### config.mk
export PLATFORM = sky130hd
export DESIGN_NAME = d10_roll_controller
export DESIGN_NICKNAME = d
export VERILOG_FILES = /design/src/rtl/d10_roll_controller.sv
export SDC_FILE = /design/constraint.sdc
export NUM_CORES = 1
export LEC_CHECK = 0
export CORE_UTILIZATION = 50
export DETAILED_ROUTE_END_ITERATION = 10
export PLACE_DENSITY = 0.74
export SLEW_MARGIN = 20
export SYNTH_ARGS = -nofsm -noshare
export SYNTH_HDL_FRONTEND = slang
export SYNTH_SLANG_ARGS = --single-unit
### constraint.sdc
create_clock -name clk -period 1.8 [get_ports clk]
set_input_delay 0.36 -clock clk [delete_from_list [all_inputs] [get_ports clk]]
set_output_delay 0.36 -clock clk [all_outputs]
set_load 0.02 [all_outputs]
### src/rtl/d10_roll_controller.sv
// d10_roll_controller: debounced roll button front-end that requests D10 rolls and scores a game
module d10_roll_controller #(
  parameter int DEBOUNCE_CYCLES = 4,
  parameter int NUM_ROLLS       = 3,
  parameter int SUM_W           = 6
) (
  input  logic             clk,
  input  logic             reset,
  input  logic             btn,
  input  logic [4:0]       dicenum_in,
  output logic             roll_out,
  output logic [4:0]       last_roll,
  output logic [SUM_W-1:0] total,
  output logic [3:0]       roll_count,
  output logic             done,
  output logic             err
);
  localparam int CW = $clog2(DEBOUNCE_CYCLES + 1);
  localparam logic [CW-1:0] DB_MAX = CW'(DEBOUNCE_CYCLES);
  typedef enum logic [2:0] {
    S_IDLE,
    S_REQ,
    S_WAIT,
    S_CAPTURE,
    S_RELEASE,
    S_DONE
  } state_t;
  state_t           r_state, w_next;
  logic             r_sync1, r_sync2;
  logic [CW-1:0]    r_db_cnt, w_db_next;
  logic [4:0]       r_dice, r_last;
  logic [SUM_W-1:0] r_total;
  logic [3:0]       r_count;
  logic             r_done, r_err;
  logic             w_stable, w_target, w_counting, w_valid, w_clear;
  assign w_stable   = r_db_cnt == DB_MAX;
  assign w_target   = r_state != S_RELEASE;
  assign w_counting = r_state == S_IDLE || r_state == S_RELEASE || r_state == S_DONE;
  assign w_valid    = r_dice != 5'd0 && r_dice <= 5'd10;
  assign roll_out   = r_state == S_REQ;
  assign last_roll  = r_last;
  assign total      = r_total;
  assign roll_count = r_count;
  assign done       = r_done;
  assign err        = r_err;
  // next state; a debounced press in DONE also clears the finished game
  always_comb begin
    w_next  = r_state;
    w_clear = 1'b0;
    case (r_state)
      S_IDLE:    w_next = w_stable ? S_REQ : S_IDLE;
      S_REQ:     w_next = S_WAIT;
      S_WAIT:    w_next = S_CAPTURE;
      S_CAPTURE: w_next = S_RELEASE;
      S_RELEASE: w_next = !w_stable ? S_RELEASE : (r_count == 4'(NUM_ROLLS)) ? S_DONE : S_IDLE;
      S_DONE: begin
        w_next  = w_stable ? S_REQ : S_DONE;
        w_clear = w_stable;
      end
      default:   w_next = S_IDLE;
    endcase
  end
  // debounce count of synced cycles at the level the current state waits for; restarts on any change
  always_comb begin
    w_db_next = (!w_counting || w_next != r_state || r_sync2 != w_target) ? '0 :
                w_stable ? r_db_cnt : r_db_cnt + CW'(1);
  end
  // button synchroniser, debounce counter and state register
  always_ff @(posedge clk or negedge reset) begin
    if (!reset) begin
      r_sync1  <= 1'b0;
      r_sync2  <= 1'b0;
      r_db_cnt <= '0;
      r_state  <= S_IDLE;
    end else begin
      r_sync1  <= btn;
      r_sync2  <= r_sync1;
      r_db_cnt <= w_db_next;
      r_state  <= w_next;
    end
  end
  // roll capture, range check and game accumulation
  always_ff @(posedge clk or negedge reset) begin
    if (!reset) begin
      r_dice  <= '0;
      r_last  <= '0;
      r_total <= '0;
      r_count <= '0;
      r_done  <= 1'b0;
      r_err   <= 1'b0;
    end else begin
      r_done <= w_next == S_DONE;
      if (r_state == S_WAIT) r_dice <= dicenum_in;
      if (w_clear) begin
        r_last  <= '0;
        r_total <= '0;
        r_count <= '0;
        r_err   <= 1'b0;
      end else if (r_state == S_CAPTURE) begin
        if (w_valid) begin
          r_last  <= r_dice;
          r_total <= r_total + SUM_W'(r_dice);
          r_count <= r_count + 4'd1;
        end else begin
          r_err <= 1'b1;
        end
      end
    end
  end
endmodule

**Word-level counts from Yosys, hierarchy flattened**

Index checks and enable logic that the tools add are counted.

- Bits in registers: 30
- Input port bits: 8
- Output and inout bits: 18

- Add/sub/neg operators: 3
- $lt $le $gt $ge: 1
- Eq/ne operators: 13
- Mux-type cells: 20
- Reductions and logical operators: 12

Operators with widths:

| cell | number |
|---|---|
| 6-bit 2-to-1 mux | 3 |
| 3-bit case mux with 6 select lines | 1 |
| 3-bit 2-to-1 mux | 5 |
| 5-bit 2-to-1 mux | 3 |
| 3-bit == test (second input constant) | 4 |
| 4-bit 2-to-1 mux | 3 |
| 6-bit by 5-bit adder with 6-bit output | 1 |
| 3-bit by 2-bit == test with 1-bit output (second input constant) | 2 |
| 5-bit by 4-bit <= comparator with 1-bit output (second input constant) | 1 |
| 1-bit 2-to-1 mux | 5 |
| 5-bit nonzero test | 1 |
| 4-bit by 1-bit adder with 4-bit output (second input constant) | 1 |
| 4-bit by 2-bit == test with 1-bit output (second input constant) | 1 |
| 1-bit logical OR | 4 |
| 2-bit by 1-bit inequality test with 1-bit output (second input constant) | 2 |
| 2-bit AND reduction | 2 |
| 2-bit nonzero test | 2 |
| 3-bit by 1-bit adder with 3-bit output (second input constant) | 1 |
| 3-bit by 1-bit == test with 1-bit output (second input constant) | 1 |
| 3-bit logical NOT | 1 |
| 3-bit inequality test | 1 |
| 3-bit inequality test (second input constant) | 1 |
| 1-bit logical AND | 1 |
| 1-bit logical NOT | 1 |
| 1-bit inequality test | 1 |

**Longest topological paths before layout**

Gate-level depths: netlist of run 1.

- Depth after elaboration: 8
- Gate-level depth with buffers: 7

**Worst setup path after synthesis of run 1**

OpenSTA, ideal clock, no wires.

- Path type: register -> register
- From: reg r_total[0], in the netlist total[0]
- To: reg r_total[4], in the netlist total[4]
- Library setup time: 0.096 ns
- Arrival: 1.557 ns
- Required time: 1.704 ns
- Setup slack: 0.148 ns
- Stages on the path, launching flop included: 8
- Buffers on the path: 0
- Period minus slack after synthesis: 1.652 ns
- Cell sequence: dfrtp_1 ha_1 inv_1 fa_1 nor2b_1 o21ai_0 nor3b_1 o31ai_1

- Word-level cells in the longest chain between the ends: 4

RTL lines:

| element | line | source |
|---|---|---|
| start, declared | 32 | `logic [SUM_W-1:0] r_total;` |
| start signal, assigned | 102 | `r_total <= r_total + SUM_W'(r_dice);` |
| 6-bit by 5-bit adder with 6-bit output | 102 |  |
| 6-bit 2-to-1 mux | 100 | `if (w_valid) begin` |
| 6-bit 2-to-1 mux | 99 | `end else if (r_state == S_CAPTURE) begin` |
| 6-bit 2-to-1 mux | 94 | `if (w_clear) begin` |

No other way between the ends. The select of a mux whose other input is x is not followed.
A chain may end at the register's enable or synchronous reset.

**Worst setup path in the final report of run 1**

- From: reg r_dice[0]
- To: reg r_count[3], in the netlist roll_count[3]

- Word-level cells in the longest chain between the ends: 4
- Elaborated cells on any way between the ends: 5
- Those cells by class: order compare (1); reduce/logical (4)

RTL lines:

| element | line | source |
|---|---|---|
| start, declared | 31 | `logic [4:0] r_dice, r_last;` |
| start signal, assigned | 93 | `if (r_state == S_WAIT) r_dice <= dicenum_in;` |
| 5-bit by 4-bit <= comparator with 1-bit output / 5-bit nonzero test (equally long branches) | 39 | `assign w_valid = r_dice != 5'd0 && r_dice <= 5'd10;` |
| 1-bit logical AND * | 39 |  |
| 2-bit nonzero test (no line) * | - |  |
| 2-bit AND reduction (no line) * | - |  |
| end signal, assigned | 103 | `r_count <= r_count + 4'd1;` |
| end, declared | 33 | `logic [3:0] r_count;` |

Mark *: on every way between the ends. The rest lies on a longest branch, timed or not.

==> impl_results.md, run 1 <==
- Routed WL per cell: around 15 µm
- Clock Latency Late Sink: 320 ps
- Crit start category: flop
- Hold path start: r_sync1
- Met1 Use GR: 30.3%
- Met3 usage: approximately 7.6%
- Peak per-stage delay on the critical path: slightly below 500 ps
- Detail Placement HPWL: approximately 2.3 mm
- First-pass GRT wire length: around 5.4 mm
- PnR worst setup slack: 81.1 ps
- Asr flop ratio synth: between 90% and 100%
- # clock sinks: 30
- Port-buffer cells: 25
- FF/Latch Area: 753 µm²
- Slowest CP cell: or4_1
- Clock transition at the registers of the reported paths: roughly 80 ps
- Starting Density: between 50% and 60%
- Crit Reg-Reg Endpoint: roll_count[3]
- Mean Syn Cell Area: 10.3 µm²
- Synth warn: 0
- Slew @ Worst Pin: roughly 370 ps
- Maximum number of pins on one net before global-route repair: 31
- Final Skew: ~7.8 ps
- Final WL: 3.16 mm
- Final critical-path share of the clock period: a little over nine tenths
- Vias in the first global route: between 1000 and 1500
- CP delay by family, top: compound AO/OA/AOI/OAI gates
- Worst Path Arrival: approximately 2000 ps
- CTS tree: done
- Crit Path Class: reg2reg
- Hold-fix buffers, CTS: 0
- Layout cell share with drive strength beyond 1: approximately 16%
- Failing checks: design-rule violations
- DRC viols: 10
- Drt pass-1 iters: 7
- DIE AREA: roughly 3200 µm²
- Clock Path Buffers: 2
- Tot Pwr: roughly 3.2 mW
- Tmin final: roughly 1700 ps
- Worst Setup SP: r_dice[0]
- Crit path depth: 4
- VDD IR max: 0.00104 V
- Reg-to-reg slack, setup: 80 ps
- H-tree levels: 2
- Synth top area share: 50.1%
- GRT busiest layer: met2
- Fillcell total: around 240
- Initial antenna violation count: 0
- Largest fanout on the critical path: 6
- Critical Path Sink: roll_count[3]
- Layout area overhead: 28.2%
- Final setup violating endpoints: 0
- Setup crit end kind: flop
- Max cap viols: 0
- FP Rows: 19
- Power per cell area: around 1700 nW/µm²
- Cells after Synth: about 150
- Clock root buffer: clkbuf_4
- Register area share after synthesis: between 50% and 60%
- Hold Vio Cnt, Final: 0
- Die H: 56.7 µm
- Slew Viols, Final: 0
- Grt ovf: 0
- Post-synth EDFFs: 0
- TritonCTS Buffers: 5
- Core ar.: 2810 µm²
- N_diodes: 0
- Final GP Congestion: between 0.8 and 0.9
- Worst Hold Class: reg2reg
- #FFs+latches synth: 30
- Place WS: between 40 and 50 ps
- Detailed Route Iter0 Violations: 76
- Synthesized area: around 1500 µm²
- Vias after detailed routing: 1253
- Routed Antenna Nets: 0
- Cell Chain, Critical Path: a21o_1, a211o_1, or4_1, a21oi_1
- Status: finished, violations left
- Max_slew headroom: 75.2%
- RR Startpoint: r_dice[0]
- Leak: between 0.9 and 1 nW
- Vias/cell: about 5.8
- Top FF cell, synth: dfrtp_1
- R2r worst-path depth: 4
- FMAX: ~0.58 GHz
- Req. time, crit path: 2040 ps
- Die width: 56.7 µm
- I/O Pins: 26
- GRT Util Overall: between 20 and 25%
- Fin nets: 203
- Grt met2 use: approximately a third
- Footprint of the multi-input gates: between 700 and 800 µm²
- Synth unique cells: 40
- Ranking of synthesized cells by area: dfrtp_1, ha_1, nand2_1
- Syn_nets: ~160
- Yosys top cell by area: dfrtp_1
- Bufs and invs on worst path: 0
==> how the worst min path moves through the flow <==
stage                          to  slack, ps  cells after the start
after global placement    r_sync2        330                      0
after CTS                 r_sync2        350                      0
after floorplan              done         60                      0
final                     r_sync2        350                      0
after global routing      r_sync2        360                      0
after detailed placement  r_sync2        340                      0
==> synth_stat cells, drive strengths merged, types with 3 or more instances <==
cell type  count
inv            9
a21o           3
mux2           4
nand3          7
nor2          10
o31ai          3
o21ai         13
and2           3
or2            3
o211ai         5
nand2         13
a21oi          5
dfrtp         30
ha             8
==> placed cells by master (no fill, tap or decap), types with 2 or more instances in the layout <==
| master | n |
|---|---|
| nor2_1 | 9 |
| or4_1 | 2 |
| clkbuf_4 | 5 |
| nand2_1 | 13 |
| a21o_1 | 3 |
| clkbuf_1 | 2 |
| and3_1 | 2 |
| o21ai_1 | 7 |
| or2_2 | 2 |
| o211ai_1 | 5 |
| a21oi_1 | 5 |
| buf_4 | 12 |
| dlymetal6s2s_1 | 3 |
| mux2_2 | 4 |
| o21ai_0 | 6 |
| dfrtp_1 | 28 |
| inv_1 | 9 |
| nand3_1 | 7 |
| clkdlybuf4s50_1 | 21 |
| ha_1 | 8 |
| xor2_1 | 2 |
| o31ai_1 | 3 |
| nor2b_1 | 2 |
| and2_1 | 3 |
| dfrtp_2 | 2 |
| nor3b_1 | 2 |
==> metal layers <==
layer / vias to the layer above / part of all wire, %
met5: - / 0
met4: 0 / 2.8
met3: 11 / 7.4
met2: 55 / 43
met1: 588 / 46
li1: 599 / -
==> sequential cells by signal, summed over array words and instances (netlist names) <==
signal      cells
done            1
err             1
last_roll       5
r_db_cnt        3
r_dice          5
r_state         3
r_sync1         1
r_sync2         1
roll_count      4
total           6
==> cell families after synthesis <==
| group | Yosys count | share of synthesized area [%] |
|---|---|---|
| adder cells (fa/ha/maj) | 9 | 8.02 |
| buffers and inverters | 13 | 3.59 |
| flip-flops | 30 | 50.1 |
| XOR/XNOR | 3 | 1.75 |
| AO/OA/AOI/OAI | 36 | 15.7 |
| multiplexers | 5 | 3.68 |
| AND/OR/NAND/NOR | 50 | 17.1 |
==> stage by stage <==
step           area [µm²]  hold slack [ps]  utilization, %  instances  TNS, ps
2_1_floorplan        1500             64.4               -        146        0
4_1_cts              1890              355            67.2        215        0
3_3_place_gp         1840              332            65.7        208        0
6_report             1920              349            68.4        217        0
5_1_grt              1920              361            68.4        217    -1.80
3_5_place_dp         1840              336            65.7        208        0
==> where the power goes <==
group	internal, mW	switching (mW)	total, mW
logic	0.815	0.876	1.69
clock network	0.147	0.198	0.344
registers	0.920	0.240	1.16
total	1.88	1.31	3.20
==> area by class of cell <==
cell class	count	share of cell area, %
tap	31	2.02
inverter	9	1.76
timing repair buffer	37	18.1
sequential	30	39.2
multi-input combinational	103	36.6
clock buffer	7	2.35
==> timing repair <==
item                       in CTS  in global routing
resized for setup               1                  7
gates cloned                    0                  0
setup endpoints to repair       1                 10
pin swaps                       0                  1
setup buffers                   0                  2
Note: power is estimated with default switching activity, not from simulation.
==> run 2, diff against run 1 <==
Settings changed: CORE_UTILIZATION 50 to 47, HOLD_SLACK_MARGIN from default to 0.12, PLACE_DENSITY 0.74 to 0.73.
Clock period 1.8 ns to 1.4 ns, I/O delays scaled along.
==> impl_results.md, run 2 (synthesized netlist as in run 1, its figures left out) <==
- Status: finished, violations left
- Failing checks: negative setup slack
- Setup crit end kind: flop
- Final WL: around 4.1 mm
- GRT Util Overall: between 20 and 30%
- Clock Path Buffers: 2
- Clock Latency Late Sink: between 300 and 400 ps
- Final std cell area, no fill: approximately 2400 µm²
- DRC viols: 0
- Leak: ~1.1 nW
- RR Startpoint: r_dice[0]
- Crit Reg-Reg Endpoint: roll_count[2]
- Sequential Power Share: 28.9%
- H-tree levels: 2
- Clock transition at the registers of the reported paths: roughly 100 ps
- Die width: roughly 58 µm
- Final critical-path share of the clock period: 122%
- TritonCTS Buffers: 5
- Fin nets: 234
- Detail Placement HPWL: approximately 2.5 mm
- Largest fanout on the critical path: 7
- Req. time, crit path: roughly 1700 ps
- RSZ-0062 raised after global routing: true
- Layout cell share with drive strength beyond 1: about half
- Starting Density: 49.5%
- Maximum number of pins on one net before global-route repair: 31
- Grt ovf: 0
- Tot Pwr: approximately 5.3 mW
- Place WS: -295 ps
- Vias after detailed routing: around 1400
- Clock root buffer: clkbuf_4
- Clk pwr share: 10.7%
- N_diodes: 0
- Tmin final: between 1500 and 2000 ps
- Final setup violating endpoints: 19
- Core ar.: between 3000 and 4000 µm²
- Routed Antenna Nets: 0
- Commonest non-fill, non-tap cell in the layout: buf_4
- R2r worst-path depth: 6
- Crit Path Class: reg2reg
- Slew @ Worst Pin: roughly 250 ps
- Final GP Congestion: about 0.8
- Internal: 3.11 mW
- Worst Path Arrival: ~2000 ps
- PnR worst setup slack: -304 ps
- Die H: slightly below 60 µm
- I/O Pins: 26
- FMAX: around 0.6 GHz
- Port-buffer cells: 25
- Reg-to-reg slack, setup: -300 ps
- Commonest non-fill, non-tap cells in the layout: buf_4, dfrtp_1, nand2_1, dfrtp_2
- FP Rows: 20
- # clock sinks: 30
- Switching part of the total: between 40% and 50%
- Max_slew headroom: ~83%
- Detailed Route Iter0 Violations: 54
- First-pass GRT wire length: ~6.3 mm
- Drt pass-1 iters: 4
- Layout area overhead: 58.6%
- Routed WL per cell: roughly 15 µm
- CTS tree: done
- Vias in the first global route: roughly 1400
- Slew Viols, Final: 0
- Worst Hold Class: in2async
- VDD IR max: 0.00110 V
- Fillcell total: about 190
- Comb power frac: between 60% and 70%
- Final Skew: between 8 and 9 ps
- Hold Vio Cnt, Final: 0
- Initial antenna violation count: 0
- Hold-fix buffers, CTS: 0
- Vias/cell: about 5.5
- Max reg flops: 6
- Switch Pwr: about 2.2 mW
- Power per cell area: approximately 2200 nW/µm²
- Area after detailed placement: roughly 2100 µm²
- Max cap viols: 0
- DIE AREA: about 3400 µm²
- Crit start category: flop
## run 2: cell types whose count changed in the layout (fill, tap and decap cells not counted), sizes merged
cell,change
dlymetal6s2s,-3
clkinvlp,+1
buf,+37
clkdlybuf4s50,-14
clkbuf,+2
clkdlybuf4s15,+1
dlygate4sd2,+7
clkinv,+1
## run 2: worst max-delay path, cell delays in order (launching register included)
cell	delay, ps
dfrtp_2	430
buf_4	140
nor4_4	30
buf_4	140
a211o_4	340
or4_1	430
a21oi_2	130
## run 2: worst max-delay path by stage
stage	to	cells after the start	slack, ps	startpoint
6_report	roll_count[2]	6	-300	r_dice[0]
5_1_grt	roll_count[3]	6	-360	r_dice[0]
4_1_cts	roll_count[2]	4	-260	r_dice[0]
3_5_place_dp	roll_count[2]	4	-300	r_dice[1]
3_3_place_gp	roll_count[3]	4	-210	r_dice[1]
2_1_floorplan	total[4]	7	-120	total[0]
## run 2: power groups by stage
| stage | clock (mW) | combinational, mW | sequential, mW |
|---|---|---|---|
| floorplan | 0 | 1.28 | 1.75 |
| detailed placement | 0 | 2.72 | 1.51 |
| finish | 0.566 | 3.21 | 1.54 |
| CTS | 0.567 | 2.86 | 1.50 |
| global route | 0.615 | 3.44 | 1.58 |
| global placement | 0 | 2.65 | 1.49 |
## run 2: final cells by class
type	count	area [µm²]	area share, %
Clock inverter	2	12.5	0.527
Multi-Input combinational cell	103	893	37.6
Sequential cell	30	764	32.2
Clock buffer	6	51.3	2.16
Timing Repair Buffer	68	564	23.8
Tap cell	44	55.1	2.32
Inverter	9	33.8	1.42
## run 2: layer usage
layer  up-vias  track usage, %  part of all wire [%]
met2        46            42.2                    50
met4         0            11.2                   2.0
li1        664               -                     -
met3        12            9.23                   5.9
met1       713            29.9                    42
met5         -               0                     0
## run 2: what timing repair did
item	4_1_cts	5_1_grt
resized for setup	52	37
buffers inserted	5	6
endpoints found under the setup margin	35	25
pin swaps	9	4
## run 2: through the flow
step	hold slack (ps)	setup TNS (ps)	std cells	utilization [%]
after floorplan	-15.6	-656	146	-
after detailed placement	338	-2810	243	70.3
after global routing	285	-4490	262	78.4
after CTS	292	-2810	256	74.0
final	278	-3140	262	78.4
after global placement	334	-2150	243	70.3
